<file path="config.mk">
export PLATFORM = sky130hd
export DESIGN_NAME = cond_commit
export DESIGN_NICKNAME = d
export VERILOG_FILES = /design/src/rtl/cond_commit.sv
export SDC_FILE = /design/constraint.sdc
export NUM_CORES = 1
export LEC_CHECK = 0
export BUFFER_PORTS_ARGS = -buffer_cell sky130_fd_sc_hd__buf_2
export CORE_ASPECT_RATIO = 1.4
export CORE_UTILIZATION = 45
export CTS_CLUSTER_DIAMETER = 30
export DETAILED_ROUTE_END_ITERATION = 10
export GPL_ROUTABILITY_DRIVEN = 0
export GPL_TIMING_DRIVEN = 0
export PLACE_DENSITY = 0.83
export SKIP_LAST_GASP = 1
export SLEW_MARGIN = 20
export SYNTH_ARGS = -nofsm -noshare
export SYNTH_HDL_FRONTEND = slang
export SYNTH_SLANG_ARGS = --single-unit
</file>
<file path="constraint.sdc">
create_clock -name clk -period 2.8 [get_ports clk]
set_clock_uncertainty 0.2 [all_clocks]
set_input_delay 0.56 -clock clk [delete_from_list [all_inputs] [get_ports clk]]
set_output_delay 0.56 -clock clk [all_outputs]
set_load 0.005 [all_outputs]
</file>
<file path="src/rtl/cond_commit.sv">
// cond_commit: evaluates the ARM condition against the committed NZCV flags,
// gates reg/mem/PC writes, commits ALU flags under FlagW, and presents the
// result through one registered valid/ready stage.
// Latency: 1 cycle from Accept to out_valid; full throughput with out_ready=1.
// Backpressure: while out_valid & ~out_ready the output stage and all
// architectural state hold, and in_ready is low.
// Ports:
//   clk, reset (sync, active-high)
//   in_valid/in_ready: upstream handshake.
//   Cond, FlagW, ALUFlags, Result, WA3, RegW, MemW, PCS: instruction from execute.
//   flush: kills the held output and any input offered that cycle.
//   out_*: registered writeback payload; out_valid/out_ready handshake.
//   Flags: committed {N,Z,C,V}; squash_count: wrapping count of squashed accepts.
module cond_commit #(
  parameter int DATA_W  = 32,
  parameter int RADDR_W = 4
) (
  input  logic               clk,
  input  logic               reset,
  input  logic               in_valid,
  output logic               in_ready,
  input  logic [3:0]         Cond,
  input  logic [1:0]         FlagW,
  input  logic [3:0]         ALUFlags,
  input  logic [DATA_W-1:0]  Result,
  input  logic [RADDR_W-1:0] WA3,
  input  logic               RegW,
  input  logic               MemW,
  input  logic               PCS,
  input  logic               flush,
  output logic               out_valid,
  input  logic               out_ready,
  output logic [DATA_W-1:0]  out_Result,
  output logic [RADDR_W-1:0] out_WA3,
  output logic               out_RegWrite,
  output logic               out_MemWrite,
  output logic               out_PCSrc,
  output logic               out_CondEx,
  output logic [3:0]         Flags,
  output logic [15:0]        squash_count
);

  logic               out_valid_q, out_valid_d;
  logic [DATA_W-1:0]  out_result_q, out_result_d;
  logic [RADDR_W-1:0] out_wa3_q, out_wa3_d;
  logic               out_regw_q, out_regw_d;
  logic               out_memw_q, out_memw_d;
  logic               out_pcsrc_q, out_pcsrc_d;
  logic               out_condex_q, out_condex_d;
  logic [3:0]         flags_q, flags_d;
  logic [15:0]        squash_count_q, squash_count_d;

  logic cond_ex;
  logic accept;
  logic flag_n, flag_z, flag_c, flag_v;

  assign {flag_n, flag_z, flag_c, flag_v} = flags_q;

  // in_ready must not depend on in_valid, so it only looks at the output stage.
  assign in_ready = ~out_valid_q | out_ready;
  assign accept   = in_valid & in_ready & ~flush;

  // Condition is judged against committed flags, so a flag-setting op
  // immediately followed by a conditional op sees the new value without stall.
  always_comb begin
    cond_ex = 1'b0;
    unique case (Cond)
      4'h0: cond_ex = flag_z;
      4'h1: cond_ex = ~flag_z;
      4'h2: cond_ex = flag_c;
      4'h3: cond_ex = ~flag_c;
      4'h4: cond_ex = flag_n;
      4'h5: cond_ex = ~flag_n;
      4'h6: cond_ex = flag_v;
      4'h7: cond_ex = ~flag_v;
      4'h8: cond_ex = flag_c & ~flag_z;
      4'h9: cond_ex = ~flag_c | flag_z;
      4'hA: cond_ex = (flag_n == flag_v);
      4'hB: cond_ex = (flag_n != flag_v);
      4'hC: cond_ex = ~flag_z & (flag_n == flag_v);
      4'hD: cond_ex = flag_z | (flag_n != flag_v);
      4'hE: cond_ex = 1'b1;
      4'hF: cond_ex = 1'b0;
      default: cond_ex = 1'b0;
    endcase
  end

  always_comb begin
    out_valid_d    = out_valid_q;
    out_result_d   = out_result_q;
    out_wa3_d      = out_wa3_q;
    out_regw_d     = out_regw_q;
    out_memw_d     = out_memw_q;
    out_pcsrc_d    = out_pcsrc_q;
    out_condex_d   = out_condex_q;
    flags_d        = flags_q;
    squash_count_d = squash_count_q;

    if (flush) begin
      // Flush beats Accept: payload registers keep stale data behind valid=0.
      out_valid_d = 1'b0;
    end else if (accept) begin
      out_valid_d  = 1'b1;
      out_result_d = Result;
      out_wa3_d    = WA3;
      out_regw_d   = RegW & cond_ex;
      out_memw_d   = MemW & cond_ex;
      out_pcsrc_d  = PCS & cond_ex;
      out_condex_d = cond_ex;
      if (cond_ex) begin
        if (FlagW[1]) flags_d[3:2] = ALUFlags[3:2];
        if (FlagW[0]) flags_d[1:0] = ALUFlags[1:0];
      end else begin
        squash_count_d = squash_count_q + 16'd1;
      end
    end else if (out_valid_q && out_ready) begin
      out_valid_d = 1'b0;
    end
  end

  always_ff @(posedge clk) begin
    if (reset) begin
      out_valid_q    <= 1'b0;
      out_result_q   <= '0;
      out_wa3_q      <= '0;
      out_regw_q     <= 1'b0;
      out_memw_q     <= 1'b0;
      out_pcsrc_q    <= 1'b0;
      out_condex_q   <= 1'b0;
      flags_q        <= 4'b0000;
      squash_count_q <= 16'd0;
    end else begin
      out_valid_q    <= out_valid_d;
      out_result_q   <= out_result_d;
      out_wa3_q      <= out_wa3_d;
      out_regw_q     <= out_regw_d;
      out_memw_q     <= out_memw_d;
      out_pcsrc_q    <= out_pcsrc_d;
      out_condex_q   <= out_condex_d;
      flags_q        <= flags_d;
      squash_count_q <= squash_count_d;
    end
  end

  assign out_valid    = out_valid_q;
  assign out_Result   = out_result_q;
  assign out_WA3      = out_wa3_q;
  assign out_RegWrite = out_regw_q;
  assign out_MemWrite = out_memw_q;
  assign out_PCSrc    = out_pcsrc_q;
  assign out_CondEx   = out_condex_q;
  assign Flags        = flags_q;
  assign squash_count = squash_count_q;

endmodule

</file>
# == Word-level counts from Yosys, hierarchy flattened ==
# Index checks and enable logic that the tools add are counted.
# classes
muxes,3
n_bitwise,17
n_reduce_logical,8
n_eq_ne,17
n_addsub,1
# ops
op,count
4-bit == test (second input constant),8
16-bit by 1-bit adder with 16-bit output (second input constant),1
4-bit by 3-bit == test with 1-bit output (second input constant),4
1-bit case mux with 16 select lines,1
4-bit by 2-bit == test with 1-bit output (second input constant),2
4-bit AND reduction,2
1-bit bitwise AND,7
1-bit inverter,7
4-bit by 1-bit == test with 1-bit output (second input constant),1
4-bit logical NOT,1
1-bit OR,3
3-bit AND reduction,1
1-bit 2-to-1 mux,2
2-bit AND reduction,1
2-bit nonzero test,1
2-bit OR reduction,1
1-bit == test,1
1-bit logical AND,1
1-bit != test,1
# totals
regBits,61
wordCells,56
output_inout_bits,62
input_bits,54

# == Longest topological paths before layout ==
# Gate-level depths: netlist of run 1.
# depth
ltp_word,5
depth_mapped,9
depth_no_buf,7

# == Least setup slack after synthesis of run 1 ==
# No wires, ideal clock.
# synth_timing
kind,input port to flip-flop
start,in Cond[0]
end,"reg squash_count_q[5], in the netlist squash_count[5]"
path_buffers,2
required_ns,2.479
setup_time_ns,0.121
cell_stages,8
slack_ns,0.177
t_arrival_ns,2.303
path_cell_list,clkbuf_1 > xnor3_1 > or3_1 > o211ai_2 > o21ai_2 > buf_6 > nor4_1 > mux2_2
# synth_via
elab_chain_len,4
elab_cells_between_ends,19
cone_classes,eq/ne (15); mux (1); bitwise (1); reduce/logical (2)
# synth_lines
element,line_no,source
start: declaration,22,"input logic [3:0] Cond,"
4-bit == test (tied with other cells),67,unique case (Cond)
1-bit case mux with 16 select lines *,67,
1-bit inverter (no source line) *,--,
3-bit AND reduction (no source line) *,--,
end signal: assignment,141,squash_count_q <= squash_count_d;
end: declaration,51,"logic [15:0] squash_count_q, squash_count_d;"
# Mark *: on every way between the ends. The rest lies on a longest branch, timed or not.
# A chain may end at the register's enable or synchronous reset.

# == Worst setup path in the final report of run 1 ==
# layout_timing
start,"reg flags_q[0], in the netlist Flags[0]"
end,"reg squash_count_q[5], in the netlist squash_count[5]"
# layout_via
elab_chain_len,5
elab_cells_between_ends,8
cone_classes,eq/ne (2); mux (1); bitwise (4); reduce/logical (1)
# layout_lines
element,line_no,source
start: declaration,50,"logic [3:0] flags_q, flags_d;"
start signal: assignment,140,flags_q <= flags_d;
1-bit != test or 1-bit == test (tied branches),--,
1-bit OR or 1-bit bitwise AND (tied branches),"81, 80",
1-bit case mux with 16 select lines *,67,
1-bit inverter (no source line) *,--,
3-bit AND reduction (no source line) *,--,
# Marks and branches as above.

==> summary.md, run 1 <==
| Metric | Value |
|---|---|
| Die Footprint | `0.006110 sq mm` |
| Final instance area | `0.003425 sq mm` |
| Synth unique cells | `36` |
| LEAKAGE | `1.492 nW` |
| Post-synth design cell area | `0.002609 sq mm` |
| Yosys warns | `0` |
| Worst Max-Slew Pin Slew | `approximately 0.59 ns` |
| Antenna cells | `0` |
| PD cells | `around 520 mW/mm^2` |
| Syn nets | `381` |
| Syn-to-layout area delta | `31.27%` |
| WL final | `between 6 and 7 mm` |
| Worst Hold Depth | `2` |
| Routed via count | `around 2,700` |
| Fin Hold WS | `about 0.23 ns` |
| Vias in the first global route | `roughly 2,600` |
| Fin crit period | `2.618 ns` |
| Worst setup path class | `reg -> reg` |
| Setup TNS | `0 ns` |
| Initial antenna violation count | `0` |
| Port Buffer Count | `~110` |
| Final hold vios | `0` |
| Worst-case clock buffer depth | `2` |
| CP Data Required Time | `2.82 ns` |
| Via/cell ratio | `approximately 5.2` |
| Layout cell share with drive strength beyond 1 | `0.3099` |
| Post-Syn Instances | `between 300 and 400` |
| HPWL after DPL | `5.019 mm` |
| R2r setup slk | `about 0.18 ns` |
| Final net count | `roughly 510` |
| Largest net degree at the start of global routing | `11` |
| Cells on worst reg2reg path | `7` |
| Core Box Area | `roughly 0.0056 sq mm` |
| Starting DRT DRC Count | `152` |
| DIE HEIGHT | `92.09 microns` |
| Clock tree root driver cell | `clkbuf_8` |
| Startpoint Class | `flip-flop` |
| Worst IR Drop VDD | `around 0.35 mV` |
| Cell Count, Final, Fillers Out | `523` |
| Synthesized flop and latch total | `61` |
| Final period util | `0.9351` |
| Most common cell after layout, fill and taps aside | `buf_2` |
| F_max | `approximately 0.38 GHz` |
| Avg Cell Area, Syn | `between 8 and 9 sq um` |
| Worst-path fanout max | `10` |
| Worst-path clk slew | `roughly 0.070 ns` |
| Wire length per cell | `~13 microns` |
| FP Rows | `32` |
| GRT overflow | `0` |
| Most frequent cells in the layout | `buf_2, nand2_1, dfxtp_1` |
| Starting density of the core | `0.4687` |
| Total track usage | `0.2292` |
| Top Ports | `116` |
| RSZ-0062 raised after global routing | `no` |
| Final setup fails | `0` |
| CTS H-tree depth | `3` |
| Core Util, Final | `0.6153` |
| DP Area | `between 0.003 and 0.004 sq mm` |
| Max cap viols | `0` |
| Critical Path AT | `about 2.6 ns` |
| Global-route wire length before repair | `approximately 11 mm` |
| Drt first pass iters | `4` |
| CTS tree | `done` |
| DR DRC count | `0` |
| Worst Hold Class | `in -> reg` |
| Outcome | `complete, no violations` |
| Clk_lat worst skew | `0.33 ns` |
| Seq/Total Area, Yosys | `0.4681` |
| Slew Limit Fails | `0` |
| Die Span X | `roughly 66 microns` |
| Cell total after placement | `507` |
| Total CTS buffers | `9` |
| CTS Sinks | `approximately 60` |
| Slew HR | `0.6082` |
| Setup crit end kind | `flip-flop` |
| Antenna Nets Post-Route | `0` |
==> synth_stat cells (all sizes together) <==
cell type	number	area, sq um
or4	10	75.07
or3	3	18.77
or2	2	12.52
inv	7	26.28
nor4	1	6.260
nor3	5	25.02
o221ai	1	8.760
xnor3	1	22.52
nand2b	9	56.30
buf	3	21.27
o2111ai	1	8.760
nor2b	6	37.54
nand4	1	6.260
o31ai	9	67.56
o21ai	5	28.78
mux2	5	56.30
a22o	1	8.760
nor2	10	37.54
a2111o	1	11.26
ha	1	12.51
mux2i	5	50.05
nand3	8	40.04
clkbuf	18	67.56
o211ai	3	27.52
dfxtp	61	1221
nor3b	1	7.510
nand3b	2	15.01
a21oi	54	270.3
or2b	1	7.510
nand2	87	326.6
and3	3	18.77
or3b	1	8.760
==> report_power, final <==
part	internal (mW)	total (mW)	switching [mW]
Clock	0.315	0.649	0.334
Combinational	0.0950	0.214	0.119
Sequential	0.898	0.915	0.0171
==> registers in the layout (all words and copies together) (netlist names), 4 cells and up <==
register and flops:
out_Result 32, out_WA3 4, squash_count 16, Flags 4
==> repair_timing <==
item | 4_1_cts | 5_1_grt
endpoints found under the setup margin | 0 | 4
resized for setup | 0 | 2
setup buffers | 0 | 0
hold endpoints to repair | 0 | 0
hold buffers | 0 | 0
==> area by class of cell <==
type | instances | area, sq um
tap | 68 | 85.08
buffer | 21 | 90.09
clock buffer | 11 | 131.4
inverter | 7 | 26.28
sequential | 61 | 1221
timing repair buffer | 113 | 565.5
multi-input combinational | 237 | 1277
clock inverter | 5 | 27.53
fill | 506 | 2141
==> metrics by stage <==
stage          total power, mW  setup slack [ns]
2_1_floorplan            1.049            0.1767
3_3_place_gp             1.142           -0.1410
3_5_place_dp             1.148           -0.1822
4_1_cts                  1.793            0.1640
5_1_grt                  1.858           0.02838
6_report                 1.778            0.1817
==> worst max-delay path, cell delays in order, from the launching register on <==
cell and delay (ns):
dfxtp_1 0.47, xnor3_1 0.43, or3_1 0.36, o211ai_2 0.10, o21ai_2 0.13, buf_6 0.16, nor4_1 0.29, mux2_2 0.36
==> layer usage <==
layer,vias to the layer above,share of wire,global-route usage,routed length (microns)
li1,1363,-,-,-
met5,-,0,0,0
met3,7,0.069,0.06965,459
met1,1256,0.39,0.2416,2617
met4,0,0.013,0.08511,87
met2,79,0.53,0.4141,3517
==> cells by family after synthesis <==
kind of cell	after synthesis	share of synthesized area
AO/OA/AOI/OAI	75	0.1655
AND/OR/NAND/NOR	150	0.2681
buffers and inverters	28	0.04412
multiplexers	10	0.04077
XOR/XNOR	1	0.008632
flip-flops	61	0.4681
adder cells (fa/ha/maj)	1	0.004795
==> worst paths after layout <==
path,startpoint,to
min,flush,out_valid
max reg2reg,Flags[0],squash_count[5]
min reg2reg,out_Result[16],out_Result[16]
max,Flags[0],squash_count[5]
Note: power is estimated with default switching activity, not from simulation.
==> run 2: changes to the inputs <==
PLACE_DENSITY = not set   (was 0.83)
PLACE_DENSITY_LB_ADDON = 0.05   (was not set)
==> summary.md, run 2 (synthesized netlist as in run 1, its figures left out) <==
| Metric | Value |
|---|---|
| Outcome | `complete, no violations` |
| Worst Max-Slew Pin Slew | `0.6055 ns (+0.02026 ns)` |
| Max cap viols | `0 (unchanged)` |
| Layout cell share with drive strength beyond 1 | `0.3099 (unchanged)` |
| RSZ-0062 raised after global routing | `no` |
| HPWL after DPL | `4.864 mm (-3.1%)` |
| Slowest cell on crit path | `or3b_2` |
| Global-route wire length before repair | `10.57 mm (-2.9%)` |
| Final period util | `0.9491 (+0.01396)` |
| F_max | `0.3763 GHz (-1.5%)` |
| Most frequent cells in the layout | `buf_2, nand2_1, dfxtp_1` |
| LEAKAGE | `1.499 nW (+0.43%)` |
| Antenna Nets Post-Route | `0 (unchanged)` |
| Crit path largest cell delay | `0.45 ns (-0.02 ns)` |
| Worst-path clk slew | `0.06 ns (about the same)` |
| Most common cell after layout, fill and taps aside | `buf_2` |
| CTS Sinks | `61 (unchanged)` |
| Startpoint Class | `input pin` |
| Core Box Area | `0.005565 sq mm (unchanged)` |
| Worst-case clock buffer depth | `2 (unchanged)` |
| Clock tree root driver cell | `clkbuf_8` |
| Wire length per cell | `12.60 microns (-1.4%)` |
| Largest net degree at the start of global routing | `11 (unchanged)` |
| Cell repeated most along the worst path | `buf_2` |
| Core Util, Final | `0.6185 (+0.003147)` |
| Syn-to-layout area delta | `31.94%` |
| Worst Hold Class | `in -> reg` |
| CTS tree | `done` |
| Final hold vios | `0 (unchanged)` |
| Fin crit period | `2.657 ns (+0.03909 ns)` |
| CTS H-tree depth | `3 (unchanged)` |
| Crit path cell chain | `buf_2, buf_2, or3b_2, a21oi_1, o221ai_1, o21ai_2, clkbuf_1, and3_1, mux2i_1` |
| Post-CTS resize count | `0 (unchanged)` |
| Worst IR Drop VDD | `0.3677 mV (+4.2%)` |
| Die Span X | `66.35 microns (unchanged)` |
| Starting density of the core | `0.4687 (unchanged)` |
| Initial antenna violation count | `0 (unchanged)` |
| Setup TNS | `0 ns (unchanged)` |
| Worst setup path class | `in -> reg` |
| Port Buffer Count | `113 (unchanged)` |
| Worst-path fanout max | `10 (unchanged)` |
| Largest register FFs | `32 (unchanged)` |
| DR DRC count | `0 (unchanged)` |
| Total track usage | `0.2235 (-0.005713)` |
| Vias in the first global route | `2,427 (-5.1%)` |
| Clk_lat worst skew | `0.33 ns (about the same)` |
| Fill cells | `515 (+1.8%)` |
| PD cells | `529.3 mW/mm^2 (+2.0%)` |
| Final net count | `505 (unchanged)` |
| Drt first pass iters | `4 (unchanged)` |
| WL final | `6.588 mm (-1.4%)` |
| Total CTS buffers | `9 (unchanged)` |
| FP Rows | `32 (unchanged)` |
| Antenna cells | `0 (unchanged)` |
| Slew HR | `0.5946 (-0.01357)` |
| Via/cell ratio | `5.098 (-1.4%)` |
| Final setup fails | `0 (unchanged)` |
| Die Footprint | `0.006110 sq mm (unchanged)` |
| CP Data Required Time | `2.86 ns (+0.04 ns)` |
| GRT overflow | `0 (unchanged)` |
| Setup crit end kind | `flip-flop` |
| Slew Limit Fails | `0 (unchanged)` |
| Post-CTS Setup Bufs | `0 (unchanged)` |
| Starting DRT DRC Count | `62 (-59%)` |
| Top Ports | `116 (unchanged)` |
| Critical Path AT | `2.72 ns (+0.08 ns)` |
| Routed via count | `2,666 (-1.4%)` |
| DIE HEIGHT | `92.09 microns (unchanged)` |
| Hold_buf cts | `0 (unchanged)` |
[run 2: changes by cell type in the layout (fill, tap and decap cells not counted)]
cell | previous run | this run
clkbuf_2 | 1 | 0
clkinv_2 | 4 | 3
clkbuf_8 | 9 | 11
[run 2: stage by stage]
stage                     std cells  hold WS (ns)  total power [mW]  worst slack [ns]  cell area, sq um
after global placement          507        0.2364             1.145           -0.1676              3259
after floorplan                 326        0.2483             1.049            0.1767              2609
final                           523        0.2344             1.822            0.1426              3442
after global routing            523        0.2341             1.904          0.005085              3442
after detailed placement        507        0.2424             1.149           -0.2035              3259
after CTS                       523        0.2039             1.845            0.1451              3437
[run 2: metal layers]
metal / share of wire / global-route usage / vias to the layer above
li1: - / - / 1366
met1: 0.42 / 0.2481 / 1216
met2: 0.50 / 0.3903 / 77
met3: 0.062 / 0.06965 / 7
met4: 0.012 / 0.07979 / 0
met5: 0 / 0 / -
[run 2: power breakdown]
| group | switching, mW | internal, mW | leakage, nW |
|---|---|---|---|
| clock network | 0.328 | 0.365 | 0.0921 |
| logic | 0.119 | 0.0944 | 0.910 |
| registers | 0.0172 | 0.898 | 0.496 |
[run 2: cell type report]
class / instances / area [sq um] / share of cell area
Buffer: 21 / 88.84 / 0.02581
Clock buffer: 12 / 155.1 / 0.04507
Clock inverter: 4 / 22.52 / 0.006543
Inverter: 7 / 26.28 / 0.007634
Multi-Input combinational cell: 237 / 1277 / 0.3711
Sequential cell: 61 / 1221 / 0.3548
Tap cell: 68 / 85.08 / 0.02472
Timing Repair Buffer: 113 / 565.5 / 0.1643
[run 2: path summary, 6_finish.rpt]
kind / from / end / slack, ns / cells past startpoint
max: Cond[3] / Flags[1] / 0.14 / 9
min: flush / out_valid / 0.23 / 2
max reg2reg: Flags[0] / squash_count[5] / 0.19 / 7
min reg2reg: out_Result[4] / out_Result[4] / 0.25 / 2
[run 2: critical path: cells and delay by family]
family / cells / cell delay, ns
AO/OA/AOI/OAI: 3 / 0.56
buffers and inverters: 3 / 0.65
multiplexers: 1 / 0.19
AND/OR/NAND/NOR: 2 / 0.74
==> run 3: changes to the inputs <==
CORE_UTILIZATION = 42   (was 45)
clock period = 2.3 ns   (was 2.8 ns; I/O delays follow)
==> summary.md, run 3 (synthesized netlist as in run 1, its figures left out) <==
| Metric | Value |
|---|---|
| Core Util, Final | `0.6336 (+0.01513)` |
| Final net count | `521 (+3.2%)` |
| Top Ports | `116 (unchanged)` |
| FP Rows | `33 (+3.1%)` |
| Setup crit end kind | `flip-flop` |
| CTS H-tree depth | `3 (unchanged)` |
| Worst-path fanout max | `7 (-3)` |
| Total CTS buffers | `9 (unchanged)` |
| Total track usage | `0.2259 (+0.002418)` |
| Via/cell ratio | `5.165 (+1.3%)` |
| Cell total after placement | `509 (+0.39%)` |
| Fin crit period | `about 2.3 ns` |
| Most frequent cells in the layout | `buf_2, nand2_1, dfxtp_1` |
| Seq pwr share | `0.468 (-0.035)` |
| Drt first pass iters | `4 (unchanged)` |
| Global-route wire length before repair | `10.94 mm (+3.5%)` |
| DP Area | `0.003304 sq mm (+1.4%)` |
| Core Box Area | `0.005904 sq mm (+6.1%)` |
| Clock tree root driver cell | `clkbuf_8` |
| Crit-path leading delay family | `simple AND/OR/NAND/NOR gates` |
| Final instance area | `0.003741 sq mm (+8.7%)` |
| Hold_buf cts | `0 (unchanged)` |
| Worst Hold Class | `in -> reg` |
| Most common cell after layout, fill and taps aside | `buf_2` |
| Worst-case clock buffer depth | `2 (unchanged)` |
| Crit path buf inv count | `1 (-2)` |
| Starting DRT DRC Count | `114 (+84%)` |
| Worst IR Drop VDD | `0.3714 mV (+1.0%)` |
| Hold_sp | `flush` |
| Port Buffer Count | `113 (unchanged)` |
| LEAKAGE | `1.617 nW (+7.9%)` |
| Worst-path clk slew | `0.07 ns (about the same)` |
| CTS Sinks | `61 (unchanged)` |
| Die Footprint | `0.006535 sq mm (+7.0%)` |
| Internal power | `1.795 mW (+32%)` |
| CP Data Required Time | `2.37 ns (-0.49 ns)` |
| PD cells | `635.7 mW/mm^2 (+20%)` |
| Vias in the first global route | `2,484 (+2.3%)` |
| Final setup fails | `0 (unchanged)` |
| Worst setup path class | `reg -> reg` |
| Antenna cells | `0 (unchanged)` |
| Fill cells | `544 (+5.6%)` |
| Layout cell share with drive strength beyond 1 | `0.3868 (+0.07686)` |
| Slowest cell on crit path | `or4_4` |
| Routed via count | `2,779 (+4.2%)` |
| Clk_lat worst skew | `0.33 ns (about the same)` |
| Crit path cell chain | `xnor3_1, or3_1, o211ai_2, o21ai_4, buf_6, or4_4, a21oi_2` |
| Sequential Area | `0.001232 sq mm (+0.92%)` |
| HPWL after DPL | `4.930 mm (+1.3%)` |
| Largest register FFs | `32 (unchanged)` |
| Final hold vios | `0 (unchanged)` |
| Clock power frac | `0.392 (+0.012)` |
| Max cap viols | `0 (unchanged)` |
| Starting density of the core | `0.4418 (-0.02692)` |
| Die Span X | `68.61 microns (+3.4%)` |
| Switch share | `0.2450 (-0.009816)` |
| Largest net degree at the start of global routing | `11 (unchanged)` |
| DR DRC count | `0 (unchanged)` |
| Syn-to-layout area delta | `43.41%` |
| Pwr Total | `2.378 mW (+31%)` |
| Worst reg2reg startpoint | `Flags[3]` |
| Worst Max-Slew Pin Slew | `0.7224 ns (+0.1169 ns)` |
| Gate power share | `0.140 (+0.023)` |
| Critical Path Source | `Flags[3]` |
| RSZ-0062 raised after global routing | `yes` |
| Antenna Nets Post-Route | `0 (unchanged)` |
| Critical Path AT | `2.36 ns (-0.36 ns)` |
| Fin Hold WS | `0.1341 ns (-0.1003 ns)` |
| Crit path largest cell delay | `0.48 ns (+0.03 ns)` |
| Wire length per cell | `13.23 microns (+5.0%)` |
| Initial antenna violation count | `0 (unchanged)` |
| Final period util | `0.9947` |
| Area of the multi-input gates | `0.001379 sq mm (+7.9%)` |
| Cell Count, Final, Fillers Out | `538 (+2.9%)` |
| DIE HEIGHT | `95.25 microns (+3.4%)` |
| F_max | `between 0.4 and 0.5 GHz` |
| GRT overflow | `0 (unchanged)` |
| Psw | `0.5827 mW (+25%)` |
| WL final | `7.119 mm (+8.1%)` |
| Slew HR | `0.5163 (-0.07829)` |
| Slew Limit Fails | `0 (unchanged)` |
| Startpoint Class | `flip-flop` |
| CTS tree | `done` |
| Outcome | `complete, no violations` |
-- run 3: layout make-up --
class | count | area share
Multi-Input combinational cell | 237 | 0.3686
Sequential cell | 61 | 0.3294
Timing Repair Buffer | 129 | 0.1890
Clock buffer | 11 | 0.04047
Buffer | 21 | 0.03278
Tap cell | 70 | 0.02341
Clock inverter | 2 | 0.009365
Inverter | 7 | 0.007023
-- run 3: path summary, 6_finish.rpt --
path,to,slack (ns),cells past startpoint
worst max-delay path,squash_count[12],0.01,7
worst min-delay path,out_valid,0.13,2
worst max register to register,squash_count[12],0.01,7
worst min register to register,out_Result[6],0.25,2
-- run 3: through the flow --
step | setup WS (ns) | TNS, ns
2_1_floorplan | -0.1367 | -1.599
3_3_place_gp | -0.3946 | -14.38
3_5_place_dp | -0.4367 | -8.296
4_1_cts | -0.005185 | -0.005185
5_1_grt | -0.04516 | -0.3695
6_report | 0.01228 | 0
-- run 3: what timing repair did --
item                                   CTS  global route
buffers inserted                         4            10
gates cloned                             1             1
endpoints found under the hold margin    0             0
resized for setup                       10            25
setup endpoints to repair               23            23
pin swaps                                5            16
-- run 3: power groups by stage --
stage               clock network (mW)  logic [mW]  registers, mW
floorplan                            0       0.143           1.14
global placement                     0       0.268           1.14
detailed placement                   0       0.271           1.14
CTS                              0.946       0.292           1.11
global route                     0.989       0.366           1.12
finish                           0.932       0.334           1.11
-- run 3: worst reg2reg max path: cells and delay by family, from the launching register on --
| kind | cells | cell delay, ns |
|---|---|---|
| flip-flops | 1 | 0.37 |
| buffers and inverters | 1 | 0.16 |
| AND/OR/NAND/NOR | 2 | 0.80 |
| AO/OA/AOI/OAI | 3 | 0.39 |
| XOR/XNOR | 1 | 0.32 |
-- run 3: layer usage --
| layer | up-vias | global-route usage | wire length [microns] |
|---|---|---|---|
| met5 | - | 0 | 0 |
| met4 | 0 | 0.1042 | 89 |
| met3 | 9 | 0.07057 | 401 |
| met2 | 85 | 0.3766 | 3680 |
| met1 | 1298 | 0.2561 | 2949 |
| li1 | 1387 | - | - |
